===== src/rtl/sdram_port_arbiter.sv =====
// Two-port arbiter in front of the SDRAM controller command interface: each grant is one activate
// plus one 64-bit burst. Define SDRAM_ARB_ROUND_ROBIN_EN for round robin instead of fixed priority.
module sdram_port_arbiter #(
    parameter int unsigned ADDR_W      = 22,
    parameter int unsigned P0_LOCK_MAX = 255
) (
    input  logic              clk,
    input  logic              reset,
    input  logic              p0_req,
    input  logic              p0_we,
    input  logic [ADDR_W-1:0] p0_addr,
    input  logic [63:0]       p0_wdata,
    input  logic [7:0]        p0_wmask,
    output logic              p0_ack,
    output logic [63:0]       p0_rdata,
    input  logic              p1_req,
    input  logic              p1_we,
    input  logic [ADDR_W-1:0] p1_addr,
    input  logic [63:0]       p1_wdata,
    input  logic [7:0]        p1_wmask,
    output logic              p1_ack,
    output logic [63:0]       p1_rdata,
    input  logic              p0_lock,
    output logic [1:0]        sdram_access_cmd,
    output logic [ADDR_W+1:0] sdram_access_addr,
    output logic [63:0]       sdram_write_buffer,
    output logic [7:0]        sdram_write_mask,
    output logic              sdram_inhibit_refresh,
    input  logic              sdram_cmd_busy,
    input  logic              sdram_read_busy,
    input  logic [63:0]       sdram_read_buffer,
    output logic              grant
);
    typedef enum logic [1:0] {StIdle, StAct, StRw, StFin} state_e;

    localparam logic [1:0] CmdNop = 2'b00;
    localparam logic [1:0] CmdRd  = 2'b01;
    localparam logic [1:0] CmdWr  = 2'b10;
    localparam logic [1:0] CmdAct = 2'b11;

    state_e              state_q;
    logic [1:0]          cmd_q;
    logic [ADDR_W+1:0]   addr_q;
    logic [63:0]         wbuf_q;
    logic [7:0]          wmask_q;
    logic                inhibit_q;
    logic                grant_q;
    logic                p0_ack_q, p1_ack_q;
    logic [63:0]         p0_rdata_q, p1_rdata_q;
    logic                we_h_q;
    logic [ADDR_W-1:0]   addr_h_q;
    logic [63:0]         wdata_h_q;
    logic [7:0]          wmask_h_q;
    logic                busy;
    logic                pick1;

    assign busy = (cmd_q != CmdNop) | sdram_cmd_busy;

`ifdef SDRAM_ARB_ROUND_ROBIN_EN
    // On contention the port that was not granted last wins.
    assign pick1 = p1_req & (~p0_req | ~grant_q);
`else
    localparam int unsigned CntW = $clog2(P0_LOCK_MAX + 1);
    logic [CntW-1:0] lock_cnt_q;

    assign pick1 = p1_req & (~p0_req | (p0_lock & (lock_cnt_q == CntW'(P0_LOCK_MAX))));

    // Counts locked port-0 grants that starved a waiting port 1.
    always_ff @(posedge clk) begin
        if (reset || !p0_lock) begin
            lock_cnt_q <= '0;
        end else if (state_q == StIdle && (p0_req || p1_req)) begin
            if (pick1) begin
                lock_cnt_q <= '0;
            end else if (p1_req) begin
                lock_cnt_q <= lock_cnt_q + CntW'(1);
            end
        end
    end
`endif

    always_ff @(posedge clk) begin
        if (reset) begin
            state_q    <= StIdle;
            cmd_q      <= CmdNop;
            addr_q     <= '0;
            wbuf_q     <= '0;
            wmask_q    <= 8'hFF;
            inhibit_q  <= 1'b0;
            grant_q    <= 1'b0;
            p0_ack_q   <= 1'b0;
            p1_ack_q   <= 1'b0;
            p0_rdata_q <= '0;
            p1_rdata_q <= '0;
            we_h_q     <= 1'b0;
            addr_h_q   <= '0;
            wdata_h_q  <= '0;
            wmask_h_q  <= 8'hFF;
        end else begin
            p0_ack_q  <= 1'b0;
            p1_ack_q  <= 1'b0;
            inhibit_q <= p0_lock;
            if (cmd_q != CmdNop) begin
                cmd_q <= CmdNop;
            end
            unique case (state_q)
                StIdle: begin
                    if (p0_req || p1_req) begin
                        grant_q   <= pick1;
                        we_h_q    <= pick1 ? p1_we    : p0_we;
                        addr_h_q  <= pick1 ? p1_addr  : p0_addr;
                        wdata_h_q <= pick1 ? p1_wdata : p0_wdata;
                        wmask_h_q <= pick1 ? p1_wmask : p0_wmask;
                        state_q   <= StAct;
                    end
                end
                StAct: begin
                    if (!busy) begin
                        cmd_q   <= CmdAct;
                        addr_q  <= {addr_h_q, 2'b00};
                        state_q <= StRw;
                    end
                end
                StRw: begin
                    if (!busy) begin
                        cmd_q  <= we_h_q ? CmdWr : CmdRd;
                        addr_q <= {addr_h_q, 2'b00};
                        if (we_h_q) begin
                            wbuf_q  <= wdata_h_q;
                            wmask_q <= wmask_h_q;
                        end
                        state_q <= StFin;
                    end
                end
                StFin: begin
                    if (!busy && !sdram_read_busy) begin
                        if (grant_q) begin
                            p1_ack_q <= 1'b1;
                            if (!we_h_q) p1_rdata_q <= sdram_read_buffer;
                        end else begin
                            p0_ack_q <= 1'b1;
                            if (!we_h_q) p0_rdata_q <= sdram_read_buffer;
                        end
                        state_q <= StIdle;
                    end
                end
                default: state_q <= StIdle;
            endcase
        end
    end

    assign sdram_access_cmd      = cmd_q;
    assign sdram_access_addr     = addr_q;
    assign sdram_write_buffer    = wbuf_q;
    assign sdram_write_mask      = wmask_q;
    assign sdram_inhibit_refresh = inhibit_q;
    assign grant                 = grant_q;
    assign p0_ack                = p0_ack_q;
    assign p1_ack                = p1_ack_q;
    assign p0_rdata              = p0_rdata_q;
    assign p1_rdata              = p1_rdata_q;

endmodule


===== config.mk =====
export PLATFORM = sky130hd
export DESIGN_NAME = sdram_port_arbiter
export DESIGN_NICKNAME = d
export VERILOG_FILES = /design/src/rtl/sdram_port_arbiter.sv
export SDC_FILE = /design/constraint.sdc
export NUM_CORES = 1
export LEC_CHECK = 0
export ABC_AREA = 1
export CAP_MARGIN = 20
export CORE_AREA = 2 2 189 191
export CTS_CLUSTER_SIZE = 16
export DETAILED_ROUTE_END_ITERATION = 7
export DIE_AREA = 0 0 191 193
export HOLD_SLACK_MARGIN = 0.08
export PLACE_DENSITY = 0.73
export SLEW_MARGIN = 20
export SYNTH_ARGS = -nofsm -noshare
export SYNTH_HDL_FRONTEND = slang
export SYNTH_SLANG_ARGS = --single-unit

===== constraint.sdc =====
create_clock -name clk -period 1.83 [get_ports clk]
set_input_delay 0.366 -clock clk [delete_from_list [all_inputs] [get_ports clk]]
set_output_delay 0.366 -clock clk [all_outputs]
set_load 0.03 [all_outputs]

# Word level (Yosys, flattened, before mapping)
# Index checks and enable logic that the tools add are counted.
[classes]
eq_ne = 8
muxes = 18
n_reduce_logical = 19
bitwise = 10
add_sub_neg = 1
[ops]
columns = ["op", "n"]
rows = [
  ["two-way mux 64 bit", 1],
  ["two-way mux 8 bit", 3],
  ["two-way mux 22 bit", 1],
  ["two-way mux 2 bit", 8],
  ["AND reduction 4 bit", 3],
  ["adder 8 x 1 -> 8 bit, second input constant", 1],
  ["== test 8 bit, second input constant", 1],
  ["one-hot mux 2 bit (4 select lines)", 1],
  ["!= test 2 bit, second input constant", 3],
  ["NOT 1 bit", 6],
  ["AND reduction 2 bit", 3],
  ["== test 2 bit, second input constant", 2],
  ["one-hot mux 2 bit (2 select lines)", 1],
  ["nonzero test 2 bit", 2],
  ["zero test 1 bit", 3],
  ["two-way mux 1 bit", 3],
  ["AND reduction 3 bit", 1],
  ["OR reduction 3 bit", 1],
  ["bitwise AND 1 bit", 2],
  ["== test 2 x 1 -> 1 bit, second input constant", 1],
  ["logical AND 1 bit", 2],
  ["zero test 2 bit", 1],
  ["logical OR 1 bit", 2],
  ["!= test 2 x 1 -> 1 bit, second input constant", 1],
  ["other kinds (2)", 3],
]
[word_totals]
in_bits = 261
elab_cells = 72
ff_bits = 333
output_inout_bits = 230

# Depth between registers and ports, before layout
[logic_depth]
ltp_word = 6
depth_mapped = 12
mapped_depth_nobuf = 10

# Least setup slack after synthesis
# OpenSTA, ideal clock, no wires.
[synth_timing]
path_type = "reg-to-reg"
from = "register grant_q, in the netlist grant"
to = "register p1_rdata_q[23], in the netlist p1_rdata[23]"
synth_period_minus_slack_ns = 1.584
setup_ns = 0.062
arrival_time_ns = 1.522
setup_slack_ns = 0.246
required_time_ns = 1.768
path_buffers = 1
path_stages_with_launch = 6
cell_sequence = "dfxtp_1 -> inv_1 -> nor3_4 -> buf_6 -> nor2_2 -> nor2_2"
[synth_between]
elab_chain_len = 1
[synth_rtl]
columns = ["item", "line_no", "source"]
rows = [
  ["start, declared", "47", "logic grant_q;"],
  ["start signal, assigned", "109", "grant_q <= pick1;"],
  ["AND reduction 4 bit (no line)", "-", ""],
  ["end signal, assigned", "139", "if (!we_h_q) p1_rdata_q <= sdram_read_buffer;"],
  ["end, declared", "49", "logic [63:0] p0_rdata_q, p1_rdata_q;"],
]
# No other way between the ends.
# A chain may end at the register's enable or synchronous reset.

# Worst setup path in the final report
[layout_timing]
from = "register wbuf_q[46], in the netlist sdram_write_buffer[46]"
to = "output sdram_write_buffer[46]"
[layout_lines]
columns = ["item", "line_no", "source"]
rows = [
  ["start, declared", "44", "logic [63:0] wbuf_q;"],
  ["start signal, assigned", "129", "wbuf_q <= wdata_h_q;"],
  ["end, declared", "26", "output logic [63:0] sdram_write_buffer,"],
]
# No word-level cell between the ends.

==> results.ini <==
[hold_path]
holdPathStages = 5
hold_path.startpoint = p1_req
min_path_type = input pin to flip-flop
min_to = state_q[0]

[yosys]
synth_cell_types = 27
yosys-top-cells-area = dfxtp_1 (47%), nand2_1 (14%), nand3_1 (12%)
synthCells = 2104
synthSimpleGateAreaFrac_pct = 39.2
yosysMostFrequentCell = nand2_1
synth_fa_ha_area_share_pct = 0.440
synth-seq-area-share_pct = 46.9
ys.flop_type = dfxtp_1
synth_top_area_cell = dfxtp_1
synth_top_family_by_area = simple AND/OR/NAND/NOR gates
ys_ff_latch = 333
syn-mean-instance-area_um2 = 6.76
synth_top_area_share_pct = 46.9
synth_area_um2 = 14200
synth_edf_count = 0
synth_mux_area_share_pct = 0
synth_compound_area_share_pct = 3.74
synth_xor_area_share_pct = 0
synth_common_cells = nand2_1 (529), nor2_1 (424), nand3_1 (348)
async_flop_share_pct = 0
ys.warnings.count = 0

[worst_setup_path]
path_buf_inv = 1
critPathKind = flip-flop to output pin
worstReg2RegEnd = wdata_h_q[15]
crit_chain = dlygate4sd2_1
critPathMaxStageDelay_ns = 0.49
critPathTopFamily = buffers and inverters
r2r-start = lock_cnt_q[0]
critical_path.slowest_cell = dlygate4sd2_1
reg2regPathDepth = 11
cp-end-kind = output pin
cp.required_ns = 1.46
reg2reg_slack_ns = 0.17
arrival_ns = 1.36
worstPathMaxFanout = 2
cp-start-kind = flip-flop

[die]
boundaryPins = 491
die_y_um = 193
dieArea_um2 = 36900
start_util_pct = 40.7
dieWidth_um = 191
rows = 69
coreArea_um2 = 35000

[cells_and_area]
multi_input_area_um2 = 6210
final_nets = 2827
syn2layout_area_growth_pct = 46.6
fill_cells = 3289
layout.cells.non_filler = 3044
regArea_um2 = 6670
drive_gt1_share_pct = 6.51

[timing]
relSlewSlack_pct = 62.5
fmax_mhz = 579
hold_viol_final = 0
tightest_slew_ns = 0.562
slew_viol_final = 0
finalSetupViolations = 0
rsz0062_at_grt = no
whs_ns = 0.405
fin_crit_sh_pct = 94.4
fin_crit_ns = 1.73
clock_skew_ns = 0.0246
final.setup.tns_ns = 0

[cts]
cts_buffers = 36
numClockSinks = 333
clock_path_buffers = 3
cts_tree = built
clk_pin_slew_ns = 0.06
post_cts_buffers = 0
clock-root-buffer = clkbuf_16
h-tree-depth = 2
clk_latency_ns = 0.53

[placed_design]
port_buffers = 488
placed_cells = 2983
gp_congestion = 0.922
dpl.hpwl_um = 34100

[route]
first_iter_violations = 787
wl_per_cell_um = 15.3
firstDrtPassIters = 5
vias = 14800
drc = 0
drt-total-wl_um = 46500
routed_via_density = 4.86
drtAntennaViolNets = 0

[global_route]
antenna_found_initial = 4
grt_pass1_vias = 13800
grt_max_degree = 118
grt-ovfl-total = 0
groute.usage.overall_pct = 24.1
grt_first_pass_wirelength_um = 71000

[pwr]
p_leak_nw = 10.3
ir_drop_uv = 680
power_density_nw_per_um2 = 1050

[run_status]
status = completed

[flow_run]
cap_violations = 0

cells in the final DEF, fill, tap and decap left out, types with 5 or more instances in the layout:
cell	count
ha_1	5
nor2_1	423
clkbuf_8	11
buf_4	49
clkbuf_1	6
inv_1	167
dlygate4sd2_1	228
nand3_1	348
clkdlybuf4s50_1	258
clkbuf_16	36
dfxtp_1	333
nand2_1	529
a21oi_1	103
buf_12	30
nor2_2	21
registers in the layout, indices dropped and copies added (netlist names):
signal	cells
wmask_h_q	8
grant	1
lock_cnt_q	8
state_q	2
sdram_access_cmd	2
sdram_write_mask	8
wdata_h_q	64
sdram_access_addr	22
addr_h_q	22
p0_rdata	64
p1_ack	1
p0_ack	1
sdram_write_buffer	64
sdram_inhibit_refresh	1
p1_rdata	64
we_h_q	1
routing by layer:
| metal | up-vias | global-route usage [%] | wire [um] |
|---|---|---|---|
| met4 | 4 | 11.1 | 2140 |
| met5 | - | 0 | 30 |
| met1 | 6689 | 29.2 | 18900 |
| li1 | 7443 | - | - |
| met3 | 114 | 4.78 | 3400 |
| met2 | 540 | 41.3 | 22100 |
how the worst max path moves through the flow:
| stage | start | to | depth (start not counted) |
|---|---|---|---|
| 2_1_floorplan | grant | p1_rdata[23] | 5 |
| 3_3_place_gp | p0_lock | wmask_h_q[2] | 11 |
| 3_5_place_dp | p0_lock | lock_cnt_q[7] | 11 |
| 4_1_cts | sdram_write_buffer[2] | sdram_write_buffer[2] | 1 |
| 5_1_grt | lock_cnt_q[0] | lock_cnt_q[7] | 11 |
| 6_report | sdram_write_buffer[46] | sdram_write_buffer[46] | 1 |
timing repair:
item                                    4_1_cts  5_1_grt
endpoints found under the setup margin      228        0
gates resized for setup                     228        0
hold buffers                                  1        0
hold endpoints to repair                      1        0
where the power goes:
part	internal (mW)	switching, mW
Combinational	2.28	3.65
Sequential	8.28	0.546
Clock	4.33	2.85
area by class of cell:
cell class	count	area share, %
antenna	2	0.0240
tap	461	2.77
timing repair buffer	567	26.7
multi-input combinational	1450	29.8
clock buffer	53	5.15
clock inverter	5	0.450
sequential	333	32.0
inverter	173	3.16
cells by family (layout without fill, tap and decap cells):
group,count (synthesis),count (layout)
buffers and inverters,322,798
adder cells (fa/ha/maj),5,5
other,1,4
AND/OR/NAND/NOR,1337,1337
flip-flops,333,333
AO/OA/AOI/OAI,106,106
per-stage QoR:
| step | power [mW] | util [%] | cell area (um2) | setup slack [ns] |
|---|---|---|---|---|
| floorplan | 12.6 | - | 14200 | 0.246 |
| global placement | 14.9 | 57.1 | 20000 | -0.118 |
| detailed placement | 15.0 | 57.1 | 20000 | -0.172 |
| CTS | 22.1 | 59.6 | 20900 | 0.0675 |
| global route | 23.1 | 59.6 | 20900 | 0.0121 |
| finish | 21.9 | 59.6 | 20900 | 0.102 |
Note: power is estimated with default switching activity, not from simulation.
==> patch (same settings) <==
The 4 states of `state_e` get a one-hot encoding in 4 bits.
--- a/src/rtl/sdram_port_arbiter.sv
+++ b/src/rtl/sdram_port_arbiter.sv
@@ -33,3 +33,3 @@
 );
-    typedef enum logic [1:0] {StIdle, StAct, StRw, StFin} state_e;
+    typedef enum logic [3:0] {StIdle = 4'b0001, StAct = 4'b0010, StRw = 4'b0100, StFin = 4'b1000} state_e;
 
Formal check against the unedited RTL: no difference found for any inputs over 4 cycles, from zero or initial values and one cycle with reset high; so few cycles prove little.
==> patch against the unedited design <==
- power down 15%
- setup slack got worse by 0.010 ns
- area after synthesis fell by 4.6%
- final cell count down 8.5%
- cell area shrank 2.8%
- worst hold slack worse by 0.19 ns
- global-route usage rose by 0.82 points
- sequential share of layout area increased by 1.1 points
- sequential cell count rose by 2
- count of clock-buffer cells in the layout unchanged
- largest cell class unchanged
- clock power decreased by 4.2%
- routed wire length rose by 6.5%
==> patch: results (changes against the unedited design) <==
Parameter                              Value

Placed design
  Post-placement setup slack ... -0.163 ns (+0.00888 ns)
  Placement Cell Area ... 0.0192 sq mm (-3.6%)
  Number of placed cells counting well taps ... 2,711 (-9.1%)
  Final estimated routing congestion in global placement ... 0.847 (-8.2%)
  Post-detail-place hpwl ... 34,400 um (+0.82%)

Pwr
  Gate power share ... 19.6% (-7.4 points)
  Leakage power figure ... 9.45 nW (-7.8%)
  Ratio of total power to cell area ... 923 mW/mm^2 (-12%)
  Total power draw ... 18.7 mW (-15%)
  Power dissipated in sequential cells ... 8.17 mW (-7.5%)
  Highest ir drop seen on vdd ... 0.569 mV (-16%)
  Sw power ... 5.16 mW (-27%)

Yosys
  Top cells by count, synth ... nand2_1, nand3_1, dfxtp_1
  Portion of the post-synthesis area used by sequential elements ... 49.4% (+2.5 points)
  Area contributors post-synth ... dfxtp_1, nand3_1, nand2_1, a21oi_1, o21a_1
  Count of unique library cells instantiated by Yosys ... 23 (-15%)
  Average cell area after synthesis ... 7.38 sq um (+9.2%)

Routing
  Met3 wire length ... 4110 um (+21%)
  Wirelength per Cell ... 17.8 um (+16%)
  DRC violation total after the first TritonRoute iteration ... 775 (-1.5%)
  Total met2 wirelength after detailed routing ... 23,800 um (+7.9%)
  Detailed Routing Iterations Pass 1 ... 7 (+2)
  Highest signal layer in the routed design ... met4
  Total routed wire length on the met1 layer ... 18,900 um (+0.18%)

Min path
  Hold Path Cell Cnt ... 2 (-3)
  Worst min-delay path endpoint ... sdram_access_addr[2]
  Hold_sp ... reset

Outcome
  Outcome ... finished clean

CTS
  Clock Latency Late Sink ... 0.51 ns (-0.02 ns)

Critical path
  Worst reg-to-reg setup slack ... 0.09 ns (-0.08 ns)
  Biggest fanout along the worst timing path ... 20 (+18)
  Data arrival time of the worst path ... 2.19 ns (+0.83 ns)
  Type of the worst setup path ... flop to flop
  Worst setup path startpoint ... lock_cnt_q[0]

Layout
  Post-layout instance count excluding filler cells ... 2,784 (-8.5%)
  Share of post-route cells with drive strength above 1 ... 7.08% (+0.57 points)
  Layout Nets ... 2,559 (-9.5%)
  Count of filler cells inserted in the layout ... 3,216 (-2.2%)

STA
  Worst clock skew on the final layout ... 0.0110 ns (-0.0136 ns)
  Crit path setup slack, layout ... 0.0916 ns (-0.0100 ns)
  Post-Route Hold Slack ... 0.214 ns (-0.192 ns)

GRT
  Global-route usage over all layers ... 24.9% (+0.82 points)
  Wire length of the first global-routing pass ... 72,700 um (+2.4%)
  Met3 capacity usage during global routing ... 5.41% (+0.63 points)
  Met2 Use GR ... 42.6% (+1.4 points)
  Largest net degree at the start of global routing ... 81 (-31%)
patch: repair_timing:
item	in CTS	in global routing
gates resized for setup	222	12
endpoints found under the setup margin	221	86
pin swaps	0	1
buffers inserted	0	3
gates cloned	0	6
patch: cell families after synthesis:
family / synth area share (%)
AND/OR/NAND/NOR: 28.2
AO/OA/AOI/OAI: 13.8
flip-flops: 49.4
buffers and inverters: 8.41
XOR/XNOR: 0.129
adder cells (fa/ha/maj): 0.0922
other: 0.0276
patch: final cells by class:
cell class              instances  share of cell area (%)
multi-input cells            1231                    28.5
flip-flops and latches        335                    33.1
repair buffers                569                    27.7
inverters                     124                    2.31
diodes                          5                  0.0617
well taps                     461                    2.85
clock inverters                 6                   0.160
clock buffers                  53                    5.31
patch: critical path, stage by stage, from the launching register on:
cell and delay [ns]:
dfxtp_2 0.34, ha_2 0.19, nand3_1 0.09, nor2_2 0.13, nand2_1 0.11, nand2_4 0.11, buf_4 0.17, buf_6 0.24
nand3_1 0.10, nand3_1 0.11, nand2_1 0.05, inv_1 0.05
